==> config.mk <==
export PLATFORM = sky130hd
export DESIGN_NAME = lsu_dmem_master
export DESIGN_NICKNAME = d
export VERILOG_FILES = /design/src/rtl/lsu_pkg.sv /design/src/rtl/lsu_lane.sv /design/src/rtl/lsu_dmem_master.sv
export SDC_FILE = /design/constraint.sdc
export NUM_CORES = 1
export LEC_CHECK = 0
export BUFFER_PORTS_ARGS = -buffer_cell sky130_fd_sc_hd__clkbuf_2
export CORE_UTILIZATION = 57
export DETAILED_ROUTE_END_ITERATION = 10
export PLACE_DENSITY = 0.95
export SYNTH_ARGS = -nofsm -noshare
export SYNTH_HDL_FRONTEND = slang
export SYNTH_SLANG_ARGS = --single-unit
==> constraint.sdc <==
create_clock -name clk -period 7.2 [get_ports clk]
set_clock_uncertainty 0.2 [all_clocks]
set_input_delay 1.44 -clock clk [delete_from_list [all_inputs] [get_ports clk]]
set_output_delay 1.44 -clock clk [all_outputs]
set_load 0.005 [all_outputs]
==> src/rtl/lsu_pkg.sv <==
// Shared definitions for the load/store unit: op codes, FSM states,
// default memory placement and the access-legality helper.
package lsu_pkg;

    localparam logic [31:0] BASE_ADDR_DEF = 32'h1001_0000;
    localparam int          MEM_AW_DEF    = 11;

    typedef enum logic [2:0] {
        OP_LW  = 3'd0,
        OP_LH  = 3'd1,
        OP_LHU = 3'd2,
        OP_LB  = 3'd3,
        OP_LBU = 3'd4,
        OP_SW  = 3'd5,
        OP_SH  = 3'd6,
        OP_SB  = 3'd7
    } lsu_op_e;

    typedef enum logic [1:0] {
        ST_IDLE   = 2'd0,
        ST_ACCESS = 2'd1,
        ST_MERGE  = 2'd2,
        ST_RESP   = 2'd3
    } lsu_state_e;

    function automatic logic is_misaligned(input lsu_op_e op, input logic [1:0] lo);
        case (op)
            OP_LW, OP_SW:         return (lo != 2'd0);
            OP_LH, OP_LHU, OP_SH: return lo[0];
            default:              return 1'b0;
        endcase
    endfunction

endpackage

==> src/rtl/lsu_lane.sv <==
// Byte/halfword lane logic: extracts and extends load data and
// splices store data into a word for read-modify-write.
module lsu_lane
    import lsu_pkg::*;
(
    input  logic [31:0] word_i,
    input  logic [1:0]  bsel_i,
    input  lsu_op_e     op_i,
    input  logic [15:0] sdata_i,
    output logic [31:0] load_o,
    output logic [31:0] merge_o
);

    logic [7:0]  byte_s;
    logic [15:0] half_s;

    // Lane selection, load extension and store merge
    always_comb begin
        case (bsel_i)
            2'd0:    byte_s = word_i[7:0];
            2'd1:    byte_s = word_i[15:8];
            2'd2:    byte_s = word_i[23:16];
            default: byte_s = word_i[31:24];
        endcase
        half_s = bsel_i[1] ? word_i[31:16] : word_i[15:0];

        case (op_i)
            OP_LB:   load_o = {{24{byte_s[7]}}, byte_s};
            OP_LBU:  load_o = {24'd0, byte_s};
            OP_LH:   load_o = {{16{half_s[15]}}, half_s};
            OP_LHU:  load_o = {16'd0, half_s};
            default: load_o = word_i;
        endcase

        merge_o = word_i;
        if (op_i == OP_SH) begin
            if (bsel_i[1]) begin
                merge_o[31:16] = sdata_i;
            end else begin
                merge_o[15:0] = sdata_i;
            end
        end else if (op_i == OP_SB) begin
            case (bsel_i)
                2'd0:    merge_o[7:0]   = sdata_i[7:0];
                2'd1:    merge_o[15:8]  = sdata_i[7:0];
                2'd2:    merge_o[23:16] = sdata_i[7:0];
                default: merge_o[31:24] = sdata_i[7:0];
            endcase
        end else begin
            merge_o = word_i;
        end
    end

endmodule

==> src/rtl/lsu_dmem_master.sv <==
// Load/store unit driving a word-organised single-port data memory;
// sub-word stores are read-modify-write, illegal accesses never reach memory.
module lsu_dmem_master
    import lsu_pkg::*;
#(
    parameter logic [31:0] BASE_ADDR = BASE_ADDR_DEF,
    parameter int          MEM_AW    = MEM_AW_DEF
) (
    input  logic              clk,
    input  logic              rst,
    input  logic              req,
    input  logic [2:0]        op,
    input  logic [31:0]       addr,
    input  logic [31:0]       wdata,
    output logic              busy,
    output logic              done,
    output logic [31:0]       rdata,
    output logic              err,
    output logic [MEM_AW-1:0] mem_addr,
    output logic [31:0]       mem_wdata,
    output logic              mem_we,
    input  logic [31:0]       mem_rdata
);

    lsu_state_e        state_q, state_d;
    lsu_op_e           op_q, op_d;
    logic [1:0]        bsel_q, bsel_d;
    logic [MEM_AW-1:0] idx_q, idx_d;
    logic [31:0]       wdata_q, wdata_d;
    logic [31:0]       merge_q, merge_d;
    logic [31:0]       rdata_q, rdata_d;
    logic              err_q, err_d;

    // Word offset from the base; any bit above the index means out of range,
    // including addresses below the base that wrap to large values.
    logic [29:0] off_w_s;
    logic        illegal_s;
    logic [31:0] word_s, load_s, merged_s;

    assign off_w_s   = addr[31:2] - BASE_ADDR[31:2];
    assign illegal_s = (|off_w_s[29:MEM_AW]) | is_misaligned(lsu_op_e'(op), addr[1:0]);
    assign word_s    = (state_q == ST_MERGE) ? merge_q : mem_rdata;

    lsu_lane u_lane (
        .word_i  (word_s),
        .bsel_i  (bsel_q),
        .op_i    (op_q),
        .sdata_i (wdata_q[15:0]),
        .load_o  (load_s),
        .merge_o (merged_s)
    );

    assign busy     = (state_q != ST_IDLE);
    assign done     = (state_q == ST_RESP);
    assign rdata    = rdata_q;
    assign err      = err_q;
    assign mem_addr = idx_q;

    // Next-state and memory-strobe decode; mem_we depends on registered state only
    always_comb begin
        state_d   = state_q;
        op_d      = op_q;
        bsel_d    = bsel_q;
        idx_d     = idx_q;
        wdata_d   = wdata_q;
        merge_d   = merge_q;
        rdata_d   = rdata_q;
        err_d     = err_q;
        mem_we    = 1'b0;
        mem_wdata = 32'd0;
        case (state_q)
            ST_IDLE: begin
                if (req) begin
                    op_d    = lsu_op_e'(op);
                    bsel_d  = addr[1:0];
                    idx_d   = off_w_s[MEM_AW-1:0];
                    wdata_d = wdata;
                    rdata_d = 32'd0;
                    err_d   = illegal_s;
                    state_d = illegal_s ? ST_RESP : ST_ACCESS;
                end else begin
                    state_d = ST_IDLE;
                end
            end
            ST_ACCESS: begin
                if (op_q == OP_SW) begin
                    mem_we    = 1'b1;
                    mem_wdata = wdata_q;
                    state_d   = ST_RESP;
                end else if ((op_q == OP_SH) || (op_q == OP_SB)) begin
                    merge_d = mem_rdata;
                    state_d = ST_MERGE;
                end else begin
                    rdata_d = load_s;
                    state_d = ST_RESP;
                end
            end
            ST_MERGE: begin
                mem_we    = 1'b1;
                mem_wdata = merged_s;
                state_d   = ST_RESP;
            end
            ST_RESP: state_d = ST_IDLE;
            default: state_d = ST_IDLE;
        endcase
    end

    // State and datapath registers
    always_ff @(posedge clk or posedge rst) begin
        if (rst) begin
            state_q <= ST_IDLE;
            op_q    <= OP_LW;
            bsel_q  <= 2'd0;
            idx_q   <= '0;
            wdata_q <= 32'd0;
            merge_q <= 32'd0;
            rdata_q <= 32'd0;
            err_q   <= 1'b0;
        end else begin
            state_q <= state_d;
            op_q    <= op_d;
            bsel_q  <= bsel_d;
            idx_q   <= idx_d;
            wdata_q <= wdata_d;
            merge_q <= merge_d;
            rdata_q <= rdata_d;
            err_q   <= err_d;
        end
    end

endmodule
# Yosys cells after proc, flatten, opt, wreduce, memory -nomap -nowiden

Index checks and enable logic that the tools add are counted.

Word-level logic and storage cells: 70
Output and inout port bits: 79
Register bits after elaboration: 115
Input port bits: 102

$add $sub $neg: 1
Equality and inequality tests: 19
Bitwise gates (word level): 2
Reductions and logical operators: 14
Multiplexer cells: 26

Operators by type and width:

| kind                   | count |
|---|---|
| $mux 32                | 7 |
| $pmux 32 s2            | 2 |
| $pmux 32 s4            | 1 |
| $mux 16                | 3 |
| $mux 8                 | 4 |
| $sub 30x27->30 const B | 1 |
| $pmux 8 s3             | 1 |
| $reduce_or 19->1       | 1 |
| $eq 3x3->1 const B     | 6 |
| $eq 3x2->1 const B     | 3 |
| $pmux 2 s4             | 1 |
| $eq 2x2->1 const B     | 3 |
| $eq 3x1->1 const B     | 2 |
| $ne 2x2->1 const B     | 3 |
| $reduce_bool 2->1      | 3 |
| $reduce_or 3->1        | 2 |
| $eq 2x1->1 const B     | 2 |
| $logic_not 2->1        | 2 |
| $mux 2                 | 2 |
| $pmux 1 s2             | 2 |
| $reduce_and 4->1       | 1 |
| $logic_not 3->1        | 1 |
| $mux 1                 | 3 |
| $reduce_and 3->1       | 1 |
| 5 further kinds        | 5 |

# Longest topological paths before layout

Depth after elaboration: 7
Mapped depth: 9
Gate-level depth less buffers: 7

# By module

A second synthesis with hierarchy kept.

Cells, all modules: 657
Area total of the unflattened synthesis: 7040.5 µm²

Modules (own cells, without submodules):

| module          | cells each | instances | sequential area each (µm²) | area each (µm²) |
|---|---|---|---|---|
| lsu_dmem_master | 482        | 1         | 2877.8                     | 5521.5 |
| lsu_lane        | 175        | 1         | 0.0                        | 1519.0 |

# Least setup slack after synthesis

OpenSTA, ideal clock, no wires.

Path kind: register to output
From: register state_q[0]
To: output port mem_wdata[29]
Required time: 5.560 ns
Stages on the path, launching flop included: 10
Data arrival time: 1.813 ns
Slack: 3.747 ns
Path buffers: 4
Cell sequence: dfrtp_1 inv_1 ha_1 buf_6 buf_2 buf_2 clkbuf_1 o21ai_0 o21ai_0 and2_1

Word-level cells in the longest chain between the ends: 6
Elaborated cells between the ends (all ways): 8
Those cells by class: 2 x eq/ne; 6 x mux

RTL lines:

| item                     | RTL line                                     | source |
|---|---|---|
| start: declaration       | lsu_dmem_master.sv:25                        | `lsu_state_e state_q, state_d;` |
| start signal: assignment | lsu_dmem_master.sv:120                       | `state_q <= state_d;` |
| $eq 2x2->1               | lsu_dmem_master.sv:42, lsu_dmem_master.sv:71 |  |
| $mux 32                  | lsu_dmem_master.sv:42                        | `assign word_s = (state_q == ST_MERGE) ? merge_q : mem_rdata;` |
| $mux 8                   | lsu_lane.sv:43                               | `case (bsel_i)` |
| $mux 32                  | lsu_lane.sv:42                               | `end else if (op_i == OP_SB) begin` |
| $mux 32                  | lsu_lane.sv:36                               | `if (op_i == OP_SH) begin` |
| $pmux 32 s2 (*)          | lsu_dmem_master.sv:71                        | `case (state_q)` |
| end: declaration         | lsu_dmem_master.sv:20                        | `output logic [31:0] mem_wdata,` |

Every way passes the cells marked *; elsewhere a longest branch is shown, timed or not.

# Worst setup path in the final report

From: register op_q[2]
To: output port mem_wdata[20]

Word-level cells in the longest chain between the ends: 4
Elaborated cells between the ends (all ways): 7
Those cells by class: 3 x eq/ne; 4 x mux

RTL lines:

| item                     | RTL line               | source |
|---|---|---|
| start: declaration       | lsu_dmem_master.sv:26  | `lsu_op_e op_q, op_d;` |
| start signal: assignment | lsu_dmem_master.sv:121 | `op_q <= op_d;` |
| $eq 3x3->1               | lsu_lane.sv:42         |  |
| $mux 32                  | lsu_lane.sv:42         |  |
| $mux 32                  | lsu_lane.sv:36         |  |
| $pmux 32 s2 (*)          | lsu_dmem_master.sv:71  |  |

Marks and branches as above.

==> flow_summary.ini <==
[yosys]
syn_area_sq_mm = 0.006616
ys_seq_area_share_pct = 43.49
syn-num-nets = 725
ys.flop_type = dfrtp_1
ys_warn_count = 0
async_flop_share_pct = 100.0
synth_top_area_share_pct = 43.49
synth_seq_cells = 115
syn-instance-count = 618
yosysMostFrequentCell = dfrtp_1
yosys-top-cells-count = 115 x dfrtp_1, 108 x mux2_2, 60 x nand2_1, 34 x o21ai_0, 29 x mux2i_1
yosys.area.top_type = dfrtp_1
postSynthAreaPerCell_sq_um = 10.71
ys_types = 58
synth_area_leaders = dfrtp_1 43%, mux2_2 18%, mux2i_1 4.4%
synth-edff-count = 0

[worst_setup_path]
startpoint_type = flip-flop
slowest_delay_ns = 1.14
cp-end-kind = output port
reg2regPathDepth = 7
required_ns = 5.56
slowest_stage = and4b_1
path_cells = and4b_1 > a22oi_1 > nor2b_1 > clkbuf_2
worstSetupPathDepth = 4
worstSetupPathType = reg -> out
cpLargestDelayFamily = simple AND/OR/NAND/NOR gates
crit_buf_inv = 1
critPathArrivalTime_ns = 2.99
cp_max_fo = 34

[detailed_routing]
post_drt_wl_per_cell_um = 20.34
drt-vias-per-instance = 6.272
first_pass_iters = 5
drtIter0Drc = 529
wl_um = 18850
antenna_left = 0
dr_total_vias = 5814
drc = 0

[sta]
finalCritPeriodShare_pct = 64.31
whs_ns = 0.2631
final-hold-violation-count = 0
slew_viol_final = 0
max_freq_mhz = 216.0
relSlewSlack_pct = 16.65
rsz0062_at_grt = false
setup_violations = 0
tightest_slew_ns = 1.249
layout_min_cycle_time_ns = 4.630
finalSetupTns_ns = 0

[floorplan]
die_w_um = 109.7
ioPinCount = 181
die_area_sq_mm = 0.01204
initial_core_util_pct = 59.72
rows = 38
die_h_um = 109.7
core_area_sq_mm = 0.01108

[clock_tree]
cts-root-buf = clkbuf_16
worstSkewPairLatency_ns = 0.42
clkTransAtPathRegs_ns = 0.05
cts_tree = yes
htree_num_levels = 4
cts_resized = 0
cts_inserted_buffers = 17
clkSinkCount = 115
cts_buffer_depth = 2
cts_setup_buffers = 0
cts_hold_buf = 0

[global_routing]
grt_use_met3_pct = 8.358
grt_pass1_wl_um = 29370
track_usage_pct = 32.90
use_met2_pct = 51.75
first_global_vias = 5633
busiest_layer = met2
grt-ovfl-total = 0
met1_usage_pct = 43.04
grt_antenna_before_repair = 0
grt_max_degree = 59

[pwr]
power_mw = 3.873
peakVddDrop_v = 0.0002633
p_leak_nw = 3.712
p_per_area_mw_per_mm2 = 480.4

[worst_hold_path]
holdPathStages = 2
hold_class = reg -> reg

[placed_design]
io_buffers = 180
gp_congestion = 0.8873
place_inst = 897
hpwl_um = 13700

[finish]
layout-drive-gt1-share_pct = 42.06
fin_nets = 883
antenna_cells = 0
fin_cells = 927
syn_to_final_growth_pct = 21.86

[outcome]
outcome = completed

[run]
drv_cap = 0
-- cell families after synthesis --
family	after synthesis	synth area share (%)
AO/OA/AOI/OAI	150	16.09
adder cells (fa/ha/maj)	5	0.9455
multiplexers	139	23.45
flip-flops	115	43.49
buffers and inverters	55	3.669
AND/OR/NAND/NOR	149	11.46
XOR/XNOR	5	0.8890
-- worst min-delay path, delay by kind of cell (launching register included) --
family | cells | cell delay [ns]
and+or+nand+nor | 2 | 0.10
DFF | 1 | 0.34
-- flip-flops by register name, indices dropped and copies added, names as in the netlist --
name and cells:
merge_q 32, rdata 32, wdata_q 32, mem_addr 11, op_q 3, bsel_q 2, state_q 2, err 1
-- placed cells by master, fill, tap and decap left out, types with 3 or more instances in the layout --
cell type	netlist	layout
a211oi_1	13	13
a21o_1	4	4
a21oi_1	8	8
a221o_1	6	6
a22o_1	16	16
a22oi_1	16	16
a32o_1	3	3
and2_1	16	16
buf_4	0	4
clkbuf_1	20	5
clkbuf_16	0	17
clkbuf_2	0	180
clkbuf_8	0	3
clkinv_2	0	3
dfrtp_1	115	115
ha_1	5	4
inv_1	10	9
mux2_2	108	108
mux2i_1	29	29
nand2_1	60	59
nand2b_1	8	8
nand3_1	6	6
nor2_1	15	15
nor2b_1	21	21
nor3_1	5	5
o21ai_0	34	34
o21ai_1	4	4
o221ai_1	6	6
o22ai_1	23	23
-- final timing paths --
path / slack (ns) / from / end
worst min register to register: 0.26 / rdata[7] / rdata[7]
worst max register to register: 3.60 / state_q[0] / rdata[28]
max in group asynchronous: 4.66 / rst / rdata[21]
min in group asynchronous: 0.92 / rst / mem_addr[8]
worst min-delay path: 0.26 / rdata[7] / rdata[7]
worst max-delay path: 2.57 / op_q[2] / mem_wdata[20]
-- final cells by class --
class | instances | area, sq um
Multi-Input combinational cell | 448 | 3501
Fill cell | 779 | 3015
Sequential cell | 115 | 2878
Timing Repair Buffer | 184 | 930.9
Clock buffer | 25 | 485.5
Tap cell | 140 | 175.2
Clock inverter | 5 | 52.55
Inverter | 10 | 40.04
-- metrics by stage --
stage                     util [%]  instance area [sq um]  setup slack [ns]
after floorplan                  -                   6616             2.516
after global placement       67.92                   7525             3.210
after detailed placement     67.92                   7525             3.082
after CTS                    72.78                   8063             2.609
after global routing         72.78                   8063             2.366
final                        72.78                   8063             2.570
-- report_power, final --
group / internal [mW] / leakage (nW) / switching (mW) / total, mW
registers: 0.953 / 1.39 / 0.366 / 1.32
logic: 0.862 / 2.06 / 0.912 / 1.77
clock network: 0.495 / 0.263 / 0.284 / 0.779
-- per-layer routing --
metal	routed length (um)	part of all wire [%]
met1	7598	40
met2	8790	47
met3	1875	9.9
met4	589	3.1
met5	0	0
Power figures use the tool's default switching activity.
